[src/rtl/alu_exec_seq_pkg.sv]
// Shared ALU codes, funct encodings and alu_op values for the EX-stage ALU.
// The DIVU code is always defined; it only decodes when ALU_EXEC_DIV_EN is set.
package alu_exec_seq_pkg;

  localparam logic [3:0] ALU_AND   = 4'b0000;
  localparam logic [3:0] ALU_OR    = 4'b0001;
  localparam logic [3:0] ALU_ADD   = 4'b0010;
  localparam logic [3:0] ALU_SUB   = 4'b0110;
  localparam logic [3:0] ALU_SLT   = 4'b0111;
  localparam logic [3:0] ALU_MULTU = 4'b1000;
  localparam logic [3:0] ALU_DIVU  = 4'b1001;

  localparam logic [5:0] FUNCT_ADD   = 6'h20;
  localparam logic [5:0] FUNCT_SUB   = 6'h22;
  localparam logic [5:0] FUNCT_AND   = 6'h24;
  localparam logic [5:0] FUNCT_OR    = 6'h25;
  localparam logic [5:0] FUNCT_SLT   = 6'h2A;
  localparam logic [5:0] FUNCT_MULTU = 6'h19;
  localparam logic [5:0] FUNCT_DIVU  = 6'h1B;

  localparam logic [1:0] ALUOP_ADD = 2'b00;
  localparam logic [1:0] ALUOP_SUB = 2'b01;

endpackage

[src/rtl/alu_exec_seq_decode.sv]
// Combinational alu_op/funct decode to the 4-bit ALU code plus an illegal flag.
// DIVU decodes only when ALU_EXEC_DIV_EN is defined.
module alu_decode
  import alu_exec_seq_pkg::*;
(
  input  logic [1:0] alu_op,
  input  logic [5:0] funct,
  output logic [3:0] code,
  output logic       illegal
);

  always_comb begin
    code    = ALU_ADD;
    illegal = 1'b0;
    case (alu_op)
      ALUOP_ADD: code = ALU_ADD;
      ALUOP_SUB: code = ALU_SUB;
      default: begin
        case (funct)
          FUNCT_ADD:   code = ALU_ADD;
          FUNCT_SUB:   code = ALU_SUB;
          FUNCT_AND:   code = ALU_AND;
          FUNCT_OR:    code = ALU_OR;
          FUNCT_SLT:   code = ALU_SLT;
          FUNCT_MULTU: code = ALU_MULTU;
`ifdef ALU_EXEC_DIV_EN
          FUNCT_DIVU:  code = ALU_DIVU;
`endif
          default:     illegal = 1'b1;
        endcase
      end
    endcase
  end

endmodule

[src/rtl/alu_exec_seq.sv]
// Handshaked EX-stage ALU: single-cycle simple ops, iterative shift-add MULTU.
// Define ALU_EXEC_DIV_EN to add restoring DIVU (funct 0x1B).
module alu_exec_seq
  import alu_exec_seq_pkg::*;
#(
  parameter int WIDTH = 32
) (
  input  logic             clk,
  input  logic             rst_n,
  input  logic             in_valid,
  output logic             in_ready,
  input  logic [1:0]       alu_op,
  input  logic [5:0]       funct,
  input  logic [WIDTH-1:0] op_a,
  input  logic [WIDTH-1:0] op_b,
  output logic             out_valid,
  input  logic             out_ready,
  output logic [WIDTH-1:0] result,
  output logic [WIDTH-1:0] result_hi,
  output logic [3:0]       alu_code,
  output logic             illegal
);

  localparam int CNT_W = $clog2(WIDTH) + 1;

`ifdef ALU_EXEC_DIV_EN
  typedef enum logic [1:0] {S_IDLE, S_MUL, S_DIV, S_DONE} state_t;
`else
  typedef enum logic [1:0] {S_IDLE, S_MUL, S_DONE} state_t;
`endif

  state_t               state_reg;
  logic [2*WIDTH-1:0]   acc_reg;
  logic [WIDTH-1:0]     mcand_reg;
  logic [WIDTH-1:0]     mplr_reg;
  logic [CNT_W-1:0]     cnt_reg;

  logic [3:0]           dec_code;
  logic                 dec_illegal;
  logic [WIDTH-1:0]     simple_res;
  logic [WIDTH:0]       mul_sum;
  logic [2*WIDTH-1:0]   mul_next;

  alu_decode u_decode (
    .alu_op  (alu_op),
    .funct   (funct),
    .code    (dec_code),
    .illegal (dec_illegal)
  );

  always_comb begin
    simple_res = '0;
    case (dec_code)
      ALU_ADD: simple_res = op_a + op_b;
      ALU_SUB: simple_res = op_a - op_b;
      ALU_AND: simple_res = op_a & op_b;
      ALU_OR:  simple_res = op_a | op_b;
      ALU_SLT: simple_res = {{(WIDTH-1){1'b0}}, ($signed(op_a) < $signed(op_b))};
      default: simple_res = '0;
    endcase
    if (dec_illegal) simple_res = '0;
  end

  // Add into the upper half with carry, then the whole accumulator shifts right.
  assign mul_sum  = {1'b0, acc_reg[2*WIDTH-1:WIDTH]}
                  + {1'b0, (mcand_reg & {WIDTH{mplr_reg[0]}})};
  assign mul_next = {mul_sum, acc_reg[WIDTH-1:1]};

`ifdef ALU_EXEC_DIV_EN
  // acc holds {remainder, dividend/quotient}; a zero divisor naturally yields
  // an all-ones quotient and the dividend as remainder.
  logic [WIDTH:0]       div_shift;
  logic                 div_ge;
  logic [WIDTH-1:0]     div_diff;
  logic [2*WIDTH-1:0]   div_next;

  assign div_shift = {acc_reg[2*WIDTH-1:WIDTH], acc_reg[WIDTH-1]};
  assign div_ge    = (div_shift >= {1'b0, mcand_reg});
  assign div_diff  = div_shift[WIDTH-1:0] - mcand_reg;
  assign div_next  = {(div_ge ? div_diff : div_shift[WIDTH-1:0]),
                      acc_reg[WIDTH-2:0], div_ge};
`endif

  always_ff @(posedge clk or negedge rst_n) begin
    if (!rst_n) begin
      state_reg <= S_IDLE;
      in_ready  <= 1'b1;
      out_valid <= 1'b0;
      result    <= '0;
      result_hi <= '0;
      alu_code  <= ALU_ADD;
      illegal   <= 1'b0;
      acc_reg   <= '0;
      mcand_reg <= '0;
      mplr_reg  <= '0;
      cnt_reg   <= '0;
    end else begin
      case (state_reg)
        S_IDLE: begin
          if (in_valid) begin
            alu_code <= dec_code;
            illegal  <= dec_illegal;
            in_ready <= 1'b0;
            if (!dec_illegal && dec_code == ALU_MULTU) begin
              acc_reg   <= '0;
              mcand_reg <= op_a;
              mplr_reg  <= op_b;
              cnt_reg   <= CNT_W'(WIDTH);
              state_reg <= S_MUL;
`ifdef ALU_EXEC_DIV_EN
            end else if (!dec_illegal && dec_code == ALU_DIVU) begin
              acc_reg   <= {{WIDTH{1'b0}}, op_a};
              mcand_reg <= op_b;
              cnt_reg   <= CNT_W'(WIDTH);
              state_reg <= S_DIV;
`endif
            end else begin
              result    <= simple_res;
              result_hi <= '0;
              out_valid <= 1'b1;
              state_reg <= S_DONE;
            end
          end
        end
        S_MUL: begin
          acc_reg  <= mul_next;
          mplr_reg <= mplr_reg >> 1;
          cnt_reg  <= cnt_reg - 1'b1;
          if (cnt_reg == CNT_W'(1)) begin
            result    <= mul_next[WIDTH-1:0];
            result_hi <= mul_next[2*WIDTH-1:WIDTH];
            out_valid <= 1'b1;
            state_reg <= S_DONE;
          end
        end
`ifdef ALU_EXEC_DIV_EN
        S_DIV: begin
          acc_reg <= div_next;
          cnt_reg <= cnt_reg - 1'b1;
          if (cnt_reg == CNT_W'(1)) begin
            result    <= div_next[WIDTH-1:0];
            result_hi <= div_next[2*WIDTH-1:WIDTH];
            out_valid <= 1'b1;
            state_reg <= S_DONE;
          end
        end
`endif
        S_DONE: begin
          if (out_ready) begin
            out_valid <= 1'b0;
            in_ready  <= 1'b1;
            state_reg <= S_IDLE;
          end
        end
        default: state_reg <= S_IDLE;
      endcase
    end
  end

endmodule

[config.mk]
export PLATFORM = sky130hd
export DESIGN_NAME = alu_exec_seq
export DESIGN_NICKNAME = d
export VERILOG_FILES = /design/src/rtl/alu_exec_seq_pkg.sv /design/src/rtl/alu_exec_seq_decode.sv /design/src/rtl/alu_exec_seq.sv
export SDC_FILE = /design/constraint.sdc
export NUM_CORES = 1
export LEC_CHECK = 0
export BUFFER_PORTS_ARGS = -buffer_cell sky130_fd_sc_hd__buf_4
export CORE_ASPECT_RATIO = 1.4
export CORE_MARGIN = 2
export CORE_UTILIZATION = 40
export DETAILED_ROUTE_END_ITERATION = 8
export HOLD_SLACK_MARGIN = 0.08
export PLACE_DENSITY = 0.6
export SYNTH_ARGS = -nofsm -noshare
export SYNTH_HDL_FRONTEND = slang
export SYNTH_SLANG_ARGS = --single-unit
export TNS_END_PERCENT = 5
[constraint.sdc]
create_clock -name clk -period 7.1 [get_ports clk]
set_clock_uncertainty 0.15 [all_clocks]
set_input_delay 0.71 -clock clk [delete_from_list [all_inputs] [get_ports clk]]
set_output_delay 0.71 -clock clk [all_outputs]
set_load 0.1 [all_outputs]
* Yosys cells after proc, flatten, opt, wreduce, memory -nomap -nowiden
Index checks and enable logic that the tools add are counted.
** Storage, ports and cells
- Bits in registers :: 207
- Latch bits :: 0
- RAM bits :: 0
- Memory bits (read-only) :: 0
- Bits of input ports :: 76
- Output and inout port bits :: 71
- Word-level logic and storage cells :: 92
- Memories kept :: 0
** Operators by class
- $add $sub $neg :: 4
- $mul :: 0
- Divide/modulo/power cells :: 0
- $lt $le $gt $ge :: 1
- Equal/unequal tests :: 20
- Shift-type cells :: 0
- Muxes and demuxes :: 36
- Bitwise logic cells :: 3
- Reduce and logical (&&, ||, !) cells :: 17
** Operator list (number)
- 32-bit two-way mux :: 9
- 32-bit one-hot mux with 2 select lines :: 3
- 32-bit one-hot mux with 5 select lines :: 1
- 64-bit two-way mux :: 2
- 64-bit one-hot mux with 2 select lines :: 1
- 32-bit bitwise AND :: 2
- 32-bit by 32-bit adder with 33-bit output :: 1
- 32-bit adder :: 1
- 32-bit less-than comparator :: 1
- 32-bit bitwise OR :: 1
- 32-bit subtractor :: 1
- 6-bit == test (second input constant) :: 5
- 4-bit one-hot mux with 5 select lines :: 1
- 6-bit two-way mux :: 2
- 6-bit one-hot mux with 2 select lines :: 1
- 3-bit AND reduction :: 4
- 2-bit != test (second input constant) :: 5
- 4-bit by 3-bit == test with 1-bit output (second input constant) :: 2
- 1-bit two-way mux :: 8
- 2-bit two-way mux :: 4
- 4-bit one-hot mux with 2 select lines :: 1
- 6-bit by 1-bit == test with 1-bit output (second input constant) :: 1
- 6-bit by 5-bit == test with 1-bit output (second input constant) :: 1
- 2-bit one-hot mux with 3 select lines :: 1
- 19 further kinds :: 22

* Longest topological paths before layout
- Word-level depth :: 9
- Depth in mapped cells :: 14
- Mapped depth without buffers :: 13

* Hierarchy
Synthesis repeated with hierarchy kept, for this count alone.
** Unflattened totals
- Cells, all modules :: 1784
- Area total of the unflattened synthesis :: 15167.0 um^2
** By module, submodules not included
- alu_exec_seq :: instances 1, cells each 1768, area an instance 15023.2 um^2, sequential area each 5157.4 um^2
- alu_decode :: instances 1, cells each 16, area an instance 143.9 um^2, sequential area each 0.0 um^2

* Least setup slack after synthesis
OpenSTA, ideal clock, no wires.
- Path kind :: input to register
- From :: input op_a[0]
- To :: register result[24]
- Library setup time :: 104 ps
- Arrival :: 3639 ps
- Data required time :: 6846 ps
- Setup slack :: 3207 ps
- Cell stages on the path :: 13
- Buffers on the path :: 0
- Path through :: inv_1 > ha_1 > fa_1 > or2_2 > a2111oi_2 > o41ai_1 > nand4b_1 > a211oi_2 > a21bo_2 > a31oi_1 > a2111oi_0 > nor2_1 > a221oi_1
** On the way
- Word-level cells in the longest chain between the ends :: 6
- Elaborated cells on any way between the ends :: 7
- Classes of those cells :: 2 x add/sub; 5 x mux
** Ends and longest elaborated chain
- start, declared :: line alu_exec_seq.sv:14 : input logic [WIDTH-1:0] op_a,
- 32-bit subtractor / 32-bit adder (equally long branches) :: line alu_exec_seq.sv:55, alu_exec_seq.sv:54
- 32-bit one-hot mux with 5 select lines (*) :: line alu_exec_seq.sv:53 : case (dec_code)
- 32-bit two-way mux (*) :: line alu_exec_seq.sv:61 : if (dec_illegal) simple_res = '0;
- 32-bit two-way mux (*) :: line alu_exec_seq.sv:104 : if (!dec_illegal && dec_code == ALU_MULTU) begin
- 32-bit two-way mux (*) :: line alu_exec_seq.sv:100 : if (in_valid) begin
- 32-bit one-hot mux with 2 select lines (*) :: line alu_exec_seq.sv:98 : case (state_reg)
- end signal, assigned :: line alu_exec_seq.sv:118 : result <= simple_res;
- end signal, assigned :: line alu_exec_seq.sv:130 : result <= mul_next[WIDTH-1:0];
- end, declared :: line alu_exec_seq.sv:18 : output logic [WIDTH-1:0] result,
Every way passes the cells marked *; elsewhere a longest branch is shown, timed or not. The select of a mux whose other input is x is not followed.
A chain may end at the register's enable or synchronous reset.

* Final worst setup path
- From :: register mplr_reg[0]
- To :: register result_hi[31]
** On the way
- Word-level cells in the longest chain between the ends :: 4
** Ends and longest elaborated chain
- start, declared :: line alu_exec_seq.sv:35 : logic [WIDTH-1:0] mplr_reg;
- start signal, assigned :: line alu_exec_seq.sv:107 : mplr_reg <= op_b;
- start signal, assigned :: line alu_exec_seq.sv:127 : mplr_reg <= mplr_reg >> 1;
- 32-bit bitwise AND :: line alu_exec_seq.sv:66 : + {1'b0, (mcand_reg & {WIDTH{mplr_reg[0]}})};
- 32-bit by 32-bit adder with 33-bit output :: line alu_exec_seq.sv:66
- 32-bit two-way mux :: line alu_exec_seq.sv:129 : if (cnt_reg == CNT_W'(1)) begin
- 32-bit one-hot mux with 2 select lines :: line alu_exec_seq.sv:98
- end signal, assigned :: line alu_exec_seq.sv:131 : result_hi <= mul_next[2*WIDTH-1:WIDTH];
- end, declared :: line alu_exec_seq.sv:19 : output logic [WIDTH-1:0] result_hi,
Every way passes these cells. The select of a mux whose other input is x is not followed.

==> impl_summary.md <==
Global route
The sum of overflow across all layers after global routing is 0. The total routing resource utilization after global routing is 0.251. The number of antenna violations at the first check in global routing came to 0. The largest net degree at the start of global routing is 83. The via count of the first global-routing pass is 13.1k. The global-route wire length before repair is 74100 um.

Clocking
TritonCTS built the clock tree. Counting the buffers created by CTS gives 23. In this run the post-CTS setup repair buffer count came out at 0. After clock tree synthesis, the clock-pin slew on the worst setup and hold paths is 0.07 ns.

CTS built an H-tree with a depth of 1. The maximum buffer depth of the clock tree is 3. Counting every sink on the clock net gives 206. For the worst-skew pair, the clock arrives at the later sink with an insertion delay of 0.55 ns. The count of instances resized after the clock tree is built is 0. After clock tree synthesis, the flow added hold-fix buffers numbering 1. The root cell of the clock tree is sky130_fd_sc_hd__clkbuf_16.

Power
In this run the static leakage power is 8.17 nW. Dividing total power by cell area gives a power density of 246 mW/mm2. The total power of the final layout is 0.00413 W. The worst-case IR drop observed on VDD is 249 uV.

Synth
Among all flip-flop cells after synthesis, the most frequent one is sky130_fd_sc_hd__dfrtp_1. The synthesized design contains 0 enable-type register cells. The number of cells produced by synthesis is 1768. In the synthesized netlist the async set-or-reset flop fraction comes to 1.00. Counting every net in the synthesized netlist gives 1992. Summing every instance area after synthesis gives 0.0146 mm2.

Averaged over all synthesized cells, the footprint is 8.25 um2. The yosys synthesis warning count is 0. The flip-flop and latch count after synthesis is 206. The sequential share of the synthesized area is 0.354. In this run, distinct cell masters in the synthesized netlist total 74.

Worst setup path
STA classifies the critical path startpoint as a register. The data required time of the critical path is 7.35 ns. The worst setup path is of the register to register kind. The depth of the worst register-to-register path is 13. The worst register-to-register path begins at mplr_reg[0]$_DFFE_PN0P_. Of all nets on the critical path, the largest fanout is 33. The endpoint of the worst-slack reg-to-reg timing path is result_hi[31]$_DFFE_PN0P_. The arrival time of the worst setup path is 4.93 ns. The kind of end point of the critical path is a register. Setup slack on the worst reg-to-reg path comes out at 2.42 ns.

Detailed routing
The initial DRC count is 891. Across all layers, the routed design uses 13.3k vias. In the routed layout, each cell is associated on average with a via count of 5.69. Dividing the detail-routed wire length by the instance count gives 20.5 um. The detailed-route wire length is 47900 um.

The number of optimization iterations in the first detailed-route pass is 5. After detailed routing, the number of remaining DRC violations is 0. The number of routed nets with antenna violations is 0.

Floorplanning
The die covers 0.0380 mm2. After floorplanning, the core was sized to cover 0.0359 mm2. The horizontal die dimension is 165 um. The number of I/O pins is 147. The vertical die dimension is 230 um. The number of placement rows is 82. The initial utilization of the core area, before any placement, comes to 0.406.

STA
The number of hold violations in the final report is 0. In the finished design, the share of the clock period the worst path needs comes to 0.659. The hold slack is 0.281 ns. The number of pins exceeding their max-slew limit in the final report came to 0. Headroom to the max-slew limit came out at 0.289. For the pin with the worst max-slew slack, the measured transition is 1.06 ns. For this run, the top clock speed supported by timing is 214 MHz.

The setup TNS is 0 ns. Setup repair after global routing left no endpoint under its margin. The worst path in the final design needs a cycle of 4.68 ns, including I/O delays and setup. Setup violations remaining at the end of the flow were counted as 0.

Worst hold path
The end point of the most critical hold path is in_ready$_DFFE_PN1P_. The beginning of the worst hold path is out_ready. The worst min-delay path class is input pin to register. Counting instances, the worst hold path has a depth of 3.

Final layout
After routing the design area is 0.0168 mm2. The final-layout fill cell count is 3627. The non-filler instance count after layout is 2332.

The number of antenna diodes in the final layout is 0. The number of flip-flops under the largest register name is 63. The share of post-route cells with drive strength above 1 is 0.126. The area growth from synthesis to layout is 15.3%. The number of nets in the layout is 2080.

Place
In this run, placement finished with an instance count of 2292. The placed instance area is 0.0160 mm2. The port buffer count is 146. The placed wire-length estimate is 35600 um. Routability-driven placement finished with a final weighted congestion of 0.959.

Outcome
The flow ran to the end, and the final reports show no timing, DRC or antenna violations.

Flow run
The max-capacitance violation count is 0.
==> critical path, stage by stage (launching register included) <==
cell	delay [ns]
sky130_fd_sc_hd__dfrtp_1	0.69
sky130_fd_sc_hd__and2_1	0.29
sky130_fd_sc_hd__ha_1	0.22
sky130_fd_sc_hd__fa_1	0.42
sky130_fd_sc_hd__a21o_1	0.19
sky130_fd_sc_hd__nand2_1	0.07
sky130_fd_sc_hd__a21oi_1	0.09
sky130_fd_sc_hd__o41ai_1	0.68
sky130_fd_sc_hd__o31ai_1	0.31
sky130_fd_sc_hd__a2111oi_0	0.50
sky130_fd_sc_hd__nor3_1	0.23
sky130_fd_sc_hd__a41o_1	0.31
sky130_fd_sc_hd__a211oi_1	0.29
sky130_fd_sc_hd__o31ai_1	0.10
==> layout make-up <==
| cell class | count | area [um2] | share of cell area |
|---|---|---|---|
| Multi-Input combinational cell | 1355 | 8680 | 0.516 |
| Sequential cell | 206 | 5160 | 0.307 |
| Timing Repair Buffer | 164 | 1240 | 0.0738 |
| Clock buffer | 26 | 617 | 0.0367 |
| Tap cell | 462 | 578 | 0.0344 |
| Inverter | 106 | 398 | 0.0237 |
| Clock inverter | 13 | 140 | 0.00833 |
==> power by group <==
part | internal, W | switching [W] | total (W)
registers | 0.00134 | 0.000142 | 0.00148
clock network | 0.000702 | 0.000543 | 0.00124
logic | 0.000425 | 0.000977 | 0.00140
total | 0.00247 | 0.00166 | 0.00413
==> cells in the final DEF, fill, tap and decap left out, drive strengths merged, types with 13 or more instances in the layout <==
master    n
o22ai    16
a21oi   118
nor2    170
xnor2    42
a221oi   30
nand3    21
o21ai   144
inv     110
a31oi    54
nor3     26
buf     163
nand2   262
and3     14
dfrtp   204
o21bai   13
ha      145
a211oi   14
clkbuf   26
o31ai    19
a21o     27
a22o     43
and2     36
==> worst max-delay path by stage <==
stage | from | endpoint | slack (ns) | cells after the start
floorplan | op_a[0] | result[24]$_DFFE_PN0P_ | 3.21 | 13
global placement | mplr_reg[0]$_DFFE_PN0P_ | acc_reg[63]$_DFFE_PN0P_ | 2.56 | 13
detailed placement | mplr_reg[0]$_DFFE_PN0P_ | acc_reg[63]$_DFFE_PN0P_ | 2.42 | 13
CTS | mplr_reg[0]$_DFFE_PN0P_ | result_hi[31]$_DFFE_PN0P_ | 2.39 | 13
global route | mplr_reg[0]$_DFFE_PN0P_ | acc_reg[63]$_DFFE_PN0P_ | 2.06 | 13
finish | mplr_reg[0]$_DFFE_PN0P_ | result_hi[31]$_DFFE_PN0P_ | 2.42 | 13
==> cells by family after synthesis <==
logic type | count (synthesis) | share of synthesized area
XOR/XNOR | 53 | 0.0318
AND/OR/NAND/NOR | 595 | 0.180
multiplexers | 5 | 0.00360
buffers and inverters | 207 | 0.0543
flip-flops | 206 | 0.354
adder cells (fa/ha/maj) | 148 | 0.128
AO/OA/AOI/OAI | 554 | 0.248
==> layer usage <==
layer,global-route usage,vias up,wire [um]
li1,-,6393,-
met1,0.314,6391,19800
met2,0.443,383,24100
met3,0.0222,101,1960
met4,0.0956,0,1950
met5,0,-,0
==> Yosys cell counts (all sizes together), types with 8 or more instances <==
cell,instances,area (um2)
a221oi,30,263
xor2,11,96.3
o22ai,16,100
nand2,262,983
a21oi,118,591
nor3,26,130
o31ai,19,143
clkbuf,81,304
a22o,43,377
o21bai,13,97.6
nor2,170,641
or2,11,68.8
xnor2,42,368
buf,20,90.1
nand2b,10,62.6
a211oi,14,110
o211ai,12,95.1
or3,8,50.1
o21ai,144,721
and3,14,87.6
dfrtp,204,5100
a21o,27,203
o21a,10,75.1
inv,106,398
ha,145,1810
nand3,21,105
a31oi,54,338
and2,36,225
==> stage by stage <==
stage | utilization | worst slack (ns)
2_1_floorplan | - | 3.21
3_3_place_gp | 0.447 | 2.56
3_5_place_dp | 0.447 | 2.42
4_1_cts | 0.468 | 2.39
5_1_grt | 0.468 | 2.06
6_report | 0.468 | 2.42
Power figures use the tool's default switching activity.
